--- src/rtl/ats21_pkg.sv ---
// ats21_pkg: shared types and constants for the ATS21 client-side command issuer.
//   ats21_op_e      instruction opcodes (instruction bits [31:29])
//   issuer_state_e  issuer FSM states, also exported on the issuer debug port
//   ATS21_HALF_W    width of the ATS21 ctrl bus
package ats21_pkg;

  localparam int ATS21_HALF_W = 16;

  typedef enum logic [2:0] {
    OP_NOP     = 3'b000,
    OP_SET_CLK = 3'b001,
    OP_EN_CLK  = 3'b010,
    OP_MODE    = 3'b011,
    OP_SET_ALM = 3'b101,
    OP_SET_TMR = 3'b110,
    OP_EN_ALM  = 3'b111
  } ats21_op_e;

  typedef enum logic [2:0] {
    ST_IDLE    = 3'd0,
    ST_SEND_HI = 3'd1,
    ST_SEND_LO = 3'd2,
    ST_WAIT    = 3'd3,
    ST_RESP    = 3'd4
  } issuer_state_e;

  // A nop never reaches the bus; it is answered locally with an ack.
  function automatic logic is_nop(input logic [2:0] op);
    return op == OP_NOP;
  endfunction

endpackage

--- src/rtl/ats21_cmd_fifo.sv ---
// ats21_cmd_fifo: synchronous instruction FIFO with show-ahead read data.
//   clk, reset  clock and synchronous active-high reset (flushes the FIFO)
//   push, wdata write one entry; ignored when full
//   pop         discard the head entry; ignored when empty
//   rdata       current head entry (valid whenever empty is low)
//   full, empty occupancy flags
//   count       number of entries held (0..DEPTH)
module ats21_cmd_fifo #(
  parameter int DEPTH = 4,
  parameter int WIDTH = 32
) (
  input  logic                     clk,
  input  logic                     reset,
  input  logic                     push,
  input  logic                     pop,
  input  logic [WIDTH-1:0]         wdata,
  output logic [WIDTH-1:0]         rdata,
  output logic                     full,
  output logic                     empty,
  output logic [$clog2(DEPTH):0]   count
);

  localparam int AW = $clog2(DEPTH);
  localparam logic [AW:0] DEPTH_C = (AW+1)'(DEPTH);

  logic [WIDTH-1:0] mem [DEPTH];
  logic [AW-1:0]    wr_ptr;
  logic [AW-1:0]    rd_ptr;
  logic [AW:0]      count_q;
  logic             do_push;
  logic             do_pop;

  // Full refuses a push even if a pop happens in the same cycle.
  assign do_push = push && !full;
  assign do_pop  = pop && !empty;

  assign full  = (count_q == DEPTH_C);
  assign empty = (count_q == '0);
  assign count = count_q;
  assign rdata = mem[rd_ptr];

  // Pointers are AW bits wide, so they wrap modulo DEPTH (a power of 2).
  always_ff @(posedge clk) begin
    if (reset) begin
      wr_ptr  <= '0;
      rd_ptr  <= '0;
      count_q <= '0;
    end else begin
      if (do_push) wr_ptr <= wr_ptr + 1'b1;
      if (do_pop)  rd_ptr <= rd_ptr + 1'b1;
      case ({do_push, do_pop})
        2'b10:   count_q <= count_q + 1'b1;
        2'b01:   count_q <= count_q - 1'b1;
        default: count_q <= count_q;
      endcase
    end
  end

  // Storage needs no reset: entries are only read after being written.
  always_ff @(posedge clk) begin
    if (do_push) mem[wr_ptr] <= wdata;
  end

endmodule

--- src/rtl/ats21_cmd_issuer.sv ---
// ats21_cmd_issuer: buffers 32-bit ATS21 instructions and serializes each one
// onto one ATS21 client port as a high half (with req) then a low half, samples
// the port's stat bit and returns one ack/nack response per instruction.
//   clk, reset        clock (shared with the ATS21) and sync active-high reset
//   cmd_valid/ready   instruction input handshake, cmd_data = instruction
//   req, ctrl         ATS21 request strobe and 16-bit ctrl bus
//   stat_in           this port's ATS21 stat bit (1 = ack)
//   rsp_valid         one-cycle response pulse with rsp_ack and rsp_opcode
//   busy              FSM active or FIFO holding entries
//   fifo_count        entries held in the FIFO
//   dbg_state         current FSM state (issuer_state_e encoding)
//
// Handshake: an instruction is accepted on every rising clk edge where both
// cmd_valid and cmd_ready are high; cmd_ready depends only on the FIFO count,
// and cmd_valid/cmd_data must be held stable until accepted. The response has no
// ready: rsp_valid is high for exactly one cycle and must be sampled then.
module ats21_cmd_issuer
  import ats21_pkg::*;
#(
  parameter int FIFO_DEPTH = 4,
  parameter int RESP_WAIT  = 1,
  parameter int CMD_W      = 32,
  parameter int HALF_W     = ATS21_HALF_W
) (
  input  logic                          clk,
  input  logic                          reset,
  input  logic                          cmd_valid,
  output logic                          cmd_ready,
  input  logic [CMD_W-1:0]              cmd_data,
  output logic                          req,
  output logic [HALF_W-1:0]             ctrl,
  input  logic                          stat_in,
  output logic                          rsp_valid,
  output logic                          rsp_ack,
  output logic [2:0]                    rsp_opcode,
  output logic                          busy,
  output logic [$clog2(FIFO_DEPTH):0]   fifo_count,
  output logic [2:0]                    dbg_state
);

  localparam int CNT_W = (RESP_WAIT > 1) ? $clog2(RESP_WAIT) : 1;
  localparam logic [CNT_W-1:0] CNT_LOAD = CNT_W'(RESP_WAIT - 1);

  issuer_state_e    state_q;
  issuer_state_e    state_d;
  logic [CMD_W-1:0] hold_q;
  logic [CMD_W-1:0] fifo_rdata;
  logic [CNT_W-1:0] wait_cnt_q;
  logic             ack_q;
  logic             fifo_full;
  logic             fifo_empty;
  logic             push;
  logic             pop;
  logic [2:0]       head_op;

  assign cmd_ready = !fifo_full;
  assign push      = cmd_valid && cmd_ready;
  assign pop       = (state_q == ST_IDLE) && !fifo_empty;
  assign head_op   = fifo_rdata[CMD_W-1 -: 3];
  assign busy      = (state_q != ST_IDLE) || !fifo_empty;
  assign dbg_state = state_q;

  ats21_cmd_fifo #(
    .DEPTH (FIFO_DEPTH),
    .WIDTH (CMD_W)
  ) u_fifo (
    .clk   (clk),
    .reset (reset),
    .push  (push),
    .pop   (pop),
    .wdata (cmd_data),
    .rdata (fifo_rdata),
    .full  (fifo_full),
    .empty (fifo_empty),
    .count (fifo_count)
  );

  // Next-state logic.
  always_comb begin
    state_d = state_q;
    case (state_q)
      ST_IDLE: begin
        if (!fifo_empty) state_d = is_nop(head_op) ? ST_RESP : ST_SEND_HI;
      end
      ST_SEND_HI: state_d = ST_SEND_LO;
      ST_SEND_LO: state_d = ST_WAIT;
      ST_WAIT: begin
        if (wait_cnt_q == '0) state_d = ST_RESP;
      end
      ST_RESP: state_d = ST_IDLE;
      default: state_d = ST_IDLE;
    endcase
  end

  always_ff @(posedge clk) begin
    if (reset) begin
      state_q    <= ST_IDLE;
      hold_q     <= '0;
      wait_cnt_q <= '0;
      ack_q      <= 1'b0;
    end else begin
      state_q <= state_d;
      case (state_q)
        ST_IDLE: begin
          if (pop) begin
            hold_q <= fifo_rdata;
            if (is_nop(head_op)) ack_q <= 1'b1;
          end
        end
        ST_SEND_LO: wait_cnt_q <= CNT_LOAD;
        ST_WAIT: begin
          wait_cnt_q <= wait_cnt_q - 1'b1;
          if (wait_cnt_q == '0) ack_q <= stat_in;
        end
        default: ;
      endcase
    end
  end

  // Bus and response outputs decode only registered state, so there is no
  // combinational path from cmd_* or stat_in.
  always_comb begin
    req        = 1'b0;
    ctrl       = '0;
    rsp_valid  = 1'b0;
    rsp_ack    = 1'b0;
    rsp_opcode = 3'b000;
    case (state_q)
      ST_SEND_HI: begin
        req  = 1'b1;
        ctrl = hold_q[CMD_W-1:HALF_W];
      end
      ST_SEND_LO: ctrl = hold_q[HALF_W-1:0];
      ST_RESP: begin
        rsp_valid  = 1'b1;
        rsp_ack    = ack_q;
        rsp_opcode = hold_q[CMD_W-1 -: 3];
      end
      default: ;
    endcase
  end

endmodule

--- config.mk ---
export PLATFORM = sky130hd
export DESIGN_NAME = ats21_cmd_issuer
export DESIGN_NICKNAME = d
export VERILOG_FILES = /design/src/rtl/ats21_pkg.sv /design/src/rtl/ats21_cmd_fifo.sv /design/src/rtl/ats21_cmd_issuer.sv
export SDC_FILE = /design/constraint.sdc
export NUM_CORES = 1
export LEC_CHECK = 0
export ABC_AREA = 1
export BUFFER_PORTS_ARGS = -buffer_cell sky130_fd_sc_hd__clkbuf_2
export CORE_ASPECT_RATIO = 2
export CORE_MARGIN = 3
export CORE_UTILIZATION = 45
export DETAILED_ROUTE_END_ITERATION = 12
export PLACE_DENSITY_LB_ADDON = 0.12
export SLEW_MARGIN = 20
export SYNTH_ARGS = -nofsm -noshare
export SYNTH_HDL_FRONTEND = slang
export SYNTH_SLANG_ARGS = --single-unit
--- constraint.sdc ---
create_clock -name clk -period 3 [get_ports clk]
set_input_delay 0.6 -clock clk [delete_from_list [all_inputs] [get_ports clk]]
set_output_delay 0.6 -clock clk [all_outputs]
set_load 0.1 [all_outputs]
[Word-level counts from Yosys, hierarchy flattened]
Memories as Yosys holds them, arrays and structs flattened. A register that Yosys moved wholly into a read port is not among the register bits.
Index checks and enable logic that the tools add are counted.
Word-level totals
  flip-flop bits (word level): 44
  memory bits (writable): 128
  input bits: 36
  output and inout port bits: 30
  word-level logic and storage cells: 60
  memories kept: 1
Memories
  u_fifo.mem: words 4, bits a word 32, read ports 1, clocked after memory_dff 1, wr ports 1, line ats21_cmd_fifo.sv:26  | logic [WIDTH-1:0] mem [DEPTH];
Cells by class
  $add $sub $neg: 5
  equality and inequality tests: 11
  muxes and demuxes: 19
  reduce and logical (&&, ||, !) cells: 17
Operator list (number)
  $pmux W16 S2: 1
  $mux W3: 4
  $pmux W3 S4: 1
  $logic_not A3 Y1: 3
  $mux W1: 8
  $eq A3 B2 Y1 const B: 2
  $eq A3 B3 Y1 const B: 2
  $pmux W3 S2: 1
  $reduce_bool A2 Y1: 3
  $add A2 B1 Y2 const B: 2
  $logic_and A1 B1 Y1: 4
  $mux W2: 2
  $ne A2 B1 Y1 const B: 2
  $ne A2 B2 Y1 const B: 2
  $pmux W1 S2: 2
  $reduce_and A2 Y1: 2
  $reduce_and A4 Y1: 1
  $add A3 B1 Y3 const B: 1
  $eq A3 B1 Y1 const B: 1
  $reduce_bool A3 Y1: 1
  $sub A3 B1 Y3 const B: 1
  $eq A2 B1 Y1 const B: 1
  $eq A2 B2 Y1 const B: 1
  $logic_not A1 Y1: 2
  2 further kinds: 2

[Logic depth before layout (Yosys ltp)]
Gate-level depths: netlist of run 1.
  depth after elaboration: 6
  mapped depth: 11
  gate-level depth less buffers: 11

[Modules after synthesis]
A second synthesis of run 1 with hierarchy kept.
Unflattened totals
  cells, all modules: 587
  area total of the unflattened synthesis: 6859.1 sq um
Modules (own cells, without submodules)
  ats21_cmd_fifo: times used 1, cells each 379, area each 5276.3 sq um, sequential area each 4023.9 sq um
  ats21_cmd_issuer: times used 1, cells each 208, area each 1582.8 sq um, sequential area each 740.7 sq um

[Worst setup path after synthesis of run 1]
Ideal clock, no wire load.
  path type: register to output
  start: reg state_q[2], in the netlist dbg_state[2]
  end: out rsp_ack
  data arrival time: 5.005 ns
  slack: -2.605 ns
  cell stages (with the launch flop): 5
  path through: dfxtp_1 -> inv_1 -> nor3_1 -> inv_1 -> nor2_1
On the way
  longest elaborated chain between the ends: 2
RTL lines
  start, declared: line ats21_cmd_issuer.sv:44  | issuer_state_e state_q;
  start signal, assigned: line ats21_cmd_issuer.sv:102  | state_q <= state_d;
  $eq A3 B3 Y1: line ats21_cmd_issuer.sv:128  | case (state_q)
  $mux W1: line ats21_cmd_issuer.sv:128
  end, declared: line ats21_cmd_issuer.sv:34  | output logic rsp_ack,
No other way between the ends.

[Final worst setup path of run 1]
  start: reg state_q[2], in the netlist dbg_state[2]
  end: out ctrl[2]
On the way
  longest elaborated chain between the ends: 2
  elaborated cells between the ends (all ways): 3
  those cells by class: eq/ne: 2; mux: 1
RTL lines
  $eq A3 B2 Y1 or $eq A3 B1 Y1 (tied branches): line ats21_cmd_issuer.sv:128
  $pmux W16 S2 *: line ats21_cmd_issuer.sv:128
  end, declared: line ats21_cmd_issuer.sv:31  | output logic [HALF_W-1:0] ctrl,
Mark *: on every way between the ends. The rest lies on a longest branch, timed or not.

==> impl_metrics.env, run 1 <==
export IMPL_post_cts_buffers=0
export IMPL_cap_viol_max_count=0
export IMPL_rr_startpoint="dbg_state[2]"
export IMPL_critPathLaunch="dbg_state[2]"
export IMPL_vias=4572
export IMPL_crit_top_cell="buf_4"
export IMPL_drtAntennaViolNets=0
export IMPL_grt_max_degree=69
export IMPL_r2r_cells=6
export IMPL_die_area_sq_mm=0.01668
export IMPL_cp_endpoint="ctrl[2]"
export IMPL_nets=706
export IMPL_crit_buf_inv=3
export IMPL_synth_cells=603
export IMPL_final_common_cell="edfxtp_1"
export IMPL_grt_met3_usage=0.03222
export IMPL_viasPerCell=5.255
export IMPL_drc_errors=0
export IMPL_avgSynthCellArea_sq_um=11.25
export IMPL_place_hpwl_mm=9.716
export IMPL_critPathTopFamily="buffers and inverters"
export IMPL_diodes=0
export IMPL_layout_common_cells="edfxtp_1, nor2_1, o21ai_0, clkbuf_2, nand2_1"
export IMPL_drt_iter0_drc=282
export IMPL_dr_pass1_iters=4
export IMPL_clk_latency_ps=420
export IMPL_cp_arrival_ps=2130
export IMPL_finalCriticalPeriod_ps=2729
export IMPL_ctsLongestPathBuffers=2
export IMPL_hold_viol=0
export IMPL_maxSlewHeadroom=0.5030
export IMPL_htreeDepth=4
export IMPL_hold_path_class="input pin to register"
export IMPL_clkTransAtPathRegs_ps=70
export IMPL_syn_cell_area_sq_mm=0.006787
export IMPL_crit_cells=5
export IMPL_fin_hold_ws_ps=399.5
export IMPL_crit_fanout=13
export IMPL_tightest_slew_ps=743.7
export IMPL_routed_wl_mm=15.21
export IMPL_synth_seq_area_share=0.7021
export IMPL_fmax_mhz=366.4
export IMPL_yosys_area_share_adder=0.01032
export IMPL_path_cells="inv_1 -> nand3_2 -> buf_4 -> o21ai_4 -> buf_4"
export IMPL_ctsHoldBuffers=0
export IMPL_port_buffers=65
export IMPL_required_ps=2400
export IMPL_met2_usage=0.3493
export IMPL_place_area_sq_mm=0.007577
export IMPL_routedWlPerCell_microns=17.48
export IMPL_grt_pass1_wl_mm=24.11
export IMPL_setup_tns_ps=0
export IMPL_core_sq_mm=0.01458
export IMPL_synth_area_mux_share=0
export IMPL_rrSetupSlack_ps=990
export IMPL_leakage_nw=2.954
export IMPL_slowest_delay_ps=390
export IMPL_die_w_microns=92.84
export IMPL_critPathSlowestCell="nand3_2"
export IMPL_critical_path_startpoint_type="register"
export IMPL_synth_top_family_by_area="compound AO/OA/AOI/OAI gates"
export IMPL_end_kind="output port"
export IMPL_grt_pass1_vias=4480
export IMPL_use_met1=0.2207
export IMPL_grtUsageTotal=0.1898
export IMPL_cts_tree="done"
export IMPL_timing_final_crit_share=0.9096
export IMPL_final_layout_size_suffix_gt1_frac=0.2168
export IMPL_synth_seq_cells=174
export IMPL_clock_sinks=174
export IMPL_yosys_warnings=0
export IMPL_fp_row_count=62
export IMPL_gp_congestion=0.7448
export IMPL_synth_compound_area_share=0.1230
export IMPL_syn_nets=644
export IMPL_grt_overflow=0
export IMPL_yosys_area_share_simple=0.1128
export IMPL_p_per_area_mw_per_mm2=1081
export IMPL_ctsResizeCount=0
export IMPL_grt_busiest_layer="met2"
export IMPL_drv_slew=0
export IMPL_dpl_cell_count=838
export IMPL_io_pins=66
export IMPL_start_util=0.4653
export IMPL_ir_worst_vdd_mv=0.4467
export IMPL_final_area_sq_mm=0.008162
export IMPL_hp_start="cmd_data[6]"
export IMPL_rsz0062_at_grt="false"
export IMPL_grt_antenna_before_repair=0
export IMPL_finish_cell_count_without_fillers=870
export IMPL_root_buffer="clkbuf_16"
export IMPL_setup_viol=0
export IMPL_status="finished clean"
export IMPL_die_y_microns=179.7
export IMPL_numCtsBuffers=17
export IMPL_ys_types=26
export IMPL_finClkSkew_ps=13.36
export IMPL_critical_path_class="register to output port"
export IMPL_synth_xor_area_frac=0
export IMPL_synthToLayoutAreaGrowth_pct=20.26
==> metrics by stage <==
stage	power, mW	setup WS [ps]	utilization
3_3_place_gp	6.696	719.7	0.5196
5_1_grt	9.343	139.5	0.5596
2_1_floorplan	6.044	18.96	-
3_5_place_dp	6.763	691.4	0.5196
4_1_cts	8.927	231.6	0.5596
6_report	8.825	271.1	0.5596
==> worst min path at each step <==
stage | endpoint | slack [ps] | cells after the start
global route | u_fifo.mem[3][30] | 380 | 1
CTS | u_fifo.mem[1][11] | 380 | 1
floorplan | wait_cnt_q | 440 | 2
detailed placement | register | 470 | 1
global placement | u_fifo.rd_ptr[1] | 460 | 2
finish | u_fifo.mem[0][6] | 400 | 1
==> state kept, by name (all words and copies together) (netlist names), named ones only <==
signal and cells:
u_fifo.mem 128, dbg_state 3, ack_q 1, u_fifo.count 3, u_fifo.rd_ptr 2, wait_cnt_q 1, hold_q 32, u_fifo.wr_ptr 2
==> routing by layer <==
layer / vias up / wire [microns] / part of all wire
met5: - / 0 / 0
met4: 0 / 142 / 0.0093
met3: 9 / 658 / 0.043
met2: 108 / 8472 / 0.56
met1: 2230 / 5936 / 0.39
li1: 2225 / - / -
==> area by class of cell <==
cell class	instances	area (sq um)
Fill cell	1311	6422
Sequential cell	174	4773
Multi-Input combinational cell	354	1894
Timing Repair Buffer	75	505.5
Clock buffer	19	432.9
Tap cell	192	240.2
Inverter	43	163.9
Clock inverter	13	151.4
==> synthesized netlist by cell type (all sizes together) <==
cell    count  area [sq um]
a211oi      1         7.510
dfxtp      46         920.9
nor3        3         31.28
edfxtp    128          3844
o21ai     110         550.5
nand2      45         173.9
nor2      131         499.2
a21oi      14         70.07
nand4       1         6.260
o22ai       3         18.77
inv        43         163.9
nand3      11         55.05
a31oi      30         187.7
ha          4         50.05
clkbuf     12         45.04
buf        20         142.6
fa          1         20.02
==> cells by family after synthesis <==
group	count (synthesis)
simple gates	191
flops	174
compound gates	158
buf+inv	75
fa+ha+maj	5
==> power breakdown <==
group          switching [mW]  internal, mW
Clock                   0.914          1.25
Combinational            2.56         0.781
Sequential              0.235          3.09
Total                    3.70          5.12
Note: power is estimated with default switching activity, not from simulation.
==> run 2, diff against run 1 <==
Settings changed: REMOVE_ABC_BUFFERS from default to 1.
==> run 2 against run 1 <==
Net effect: combinational power decreased by 2%; via count stayed put; global-route usage is 0.066 points higher; utilization fell by 0.51 points; sequential share of layout area is 0.44 points higher; clock-buffer cell count is 1 lower; routed wire length shrank 0.32%; critical path depth is 1 higher; total power decreased by 1.7%; sequential power hardly changed; first-iteration DRC count shrank 14%; cell area down 0.90%.
==> impl_metrics.env, run 2 (synthesis results as in run 1) <==
export IMPL_hp_start="cmd_data[18]"
export IMPL_grtUsageTotal=0.1904
export IMPL_grt_pass1_wl_mm=24.31
export IMPL_place_hpwl_mm=8.378
export IMPL_drtAntennaViolNets=0
export IMPL_routed_wl_mm=15.16
export IMPL_timing_final_crit_share=0.8470
export IMPL_top_register="u_fifo.mem"
export IMPL_met3_length_microns=583
export IMPL_clk_latency_ps=420
export IMPL_rsz0062_at_grt="false"
export IMPL_required_ps=2400
export IMPL_tightest_slew_ps=1030
export IMPL_nets=706
export IMPL_final_layout_size_suffix_gt1_frac=0.1785
export IMPL_cap_viol_max_count=0
export IMPL_fp_row_count=62
export IMPL_synthToLayoutAreaGrowth_pct=19.17
export IMPL_gp_congestion=0.7487
export IMPL_crit_fanout=15
export IMPL_r2r_cells=6
export IMPL_critPathLaunch="dbg_state[0]"
export IMPL_critical_path_class="register to output port"
export IMPL_critical_path_startpoint_type="register"
export IMPL_fmax_mhz=393.6
export IMPL_htreeDepth=4
export IMPL_layout_common_cells="edfxtp_1, nor2_1, o21ai_0, clkbuf_2, dfxtp_1"
export IMPL_clkTransAtPathRegs_ps=70
export IMPL_start_util=0.4653
export IMPL_p_per_area_mw_per_mm2=1073
export IMPL_place_ws_ps=869.2
export IMPL_ctsResizeCount=0
export IMPL_whs_path_depth=1
export IMPL_wl_met1_mm=6.055
export IMPL_die_w_microns=92.84
export IMPL_cp_arrival_ps=1940
export IMPL_status="finished clean"
export IMPL_end_kind="output port"
export IMPL_io_pins=66
export IMPL_setup_tns_ps=0
export IMPL_hold_viol=0
export IMPL_maxSlewHeadroom=0.3125
export IMPL_ctsLongestPathBuffers=2
export IMPL_cts_tree="done"
export IMPL_leakage_nw=2.933
export IMPL_setup_viol=0
export IMPL_dr_pass1_iters=6
export IMPL_rr_startpoint="dbg_state[2]"
export IMPL_numCtsBuffers=17
export IMPL_final_common_cell="edfxtp_1"
export IMPL_grt_antenna_before_repair=2
export IMPL_post_cts_buffers=0
export IMPL_top_layer="met4"
export IMPL_port_buffers=65
export IMPL_drv_slew=0
export IMPL_die_area_sq_mm=0.01668
export IMPL_reg_largest_list="u_fifo.mem: 128 flops, hold_q: 32 flops"
export IMPL_routedWlPerCell_microns=17.39
export IMPL_met2_length_mm=8.211
export IMPL_grt_pass1_vias=4756
export IMPL_rrSetupSlack_ps=1000
export IMPL_root_buffer="clkbuf_16"
export IMPL_grt_max_degree=69
export IMPL_hold_path_class="input pin to register"
export IMPL_grt_overflow=0
export IMPL_vias=4572
export IMPL_core_sq_mm=0.01458
export IMPL_worst_slack_ps=459.0
export IMPL_finalCriticalPeriod_ps=2541
export IMPL_viasPerCell=5.243
export IMPL_ctsHoldBuffers=0
export IMPL_drc_errors=0
export IMPL_clock_sinks=174
export IMPL_ir_worst_vdd_mv=0.4783
export IMPL_finClkSkew_ps=9.451
export IMPL_largest_reg_flops=128
export IMPL_drt_iter0_drc=242
export IMPL_die_y_microns=179.7
[run 2: changes by cell type in the layout (fill, tap and decap cells not counted), moves of 4 or more]
cell        delta
dfxtp_1        +4
o21ai_2        -6
o21ai_0       +12
o21ai_4        -7
clkinvlp_4     +4
buf_12        +10
clkbuf_2       -5
nor2_1         +4
buf_4          -5
nor2_4         -4
[run 2: final timing paths]
check                 endpoint
max reg2reg   u_fifo.rd_ptr[1]
min reg2reg         wait_cnt_q
max                   ctrl[15]
min          u_fifo.mem[3][18]
[run 2: worst max-delay path: stages (launching register included)]
cell and delay, ps:
dfxtp_1 440, inv_1 100, nor3_2 100, buf_4 290, inv_1 130, o22ai_1 240, buf_12 220
[run 2: layout make-up]
class	count	area, sq um
Sequential cell	174	4766
Fill cell	1284	6496
Timing Repair Buffer	75	643.1
Clock buffer	18	439.2
Multi-Input combinational cell	354	1700
Clock inverter	14	130.1
Inverter	43	163.9
Tap cell	192	240.2
Antenna cell	2	5.005
[run 2: metrics by stage]
stage | area [sq um] | hold WS [ps] | util | std cells | power, mW
3_5_place_dp | 7513 | 469.0 | 0.5152 | 838 | 6.633
5_1_grt | 8088 | 382.9 | 0.5546 | 872 | 9.194
3_3_place_gp | 7513 | 455.5 | 0.5152 | 838 | 6.541
2_1_floorplan | 6599 | 431.3 | - | 571 | 5.580
4_1_cts | 8083 | 375.8 | 0.5542 | 870 | 8.742
6_report | 8088 | 392.9 | 0.5546 | 872 | 8.676
[run 2: per-layer routing]
metal / GRT usage / up-vias
li1: - / 2227
met3: 0.03766 / 18
met2: 0.3418 / 108
met1: 0.2135 / 2219
met5: 0 / -
met4: 0.08514 / 0
[run 2: report_power, final]
group | switching, mW | internal (mW) | total [mW]
Combinational | 2.43 | 0.834 | 3.26
Sequential | 0.216 | 3.09 | 3.30
Clock | 0.934 | 1.18 | 2.11
Total | 3.58 | 5.10 | 8.68
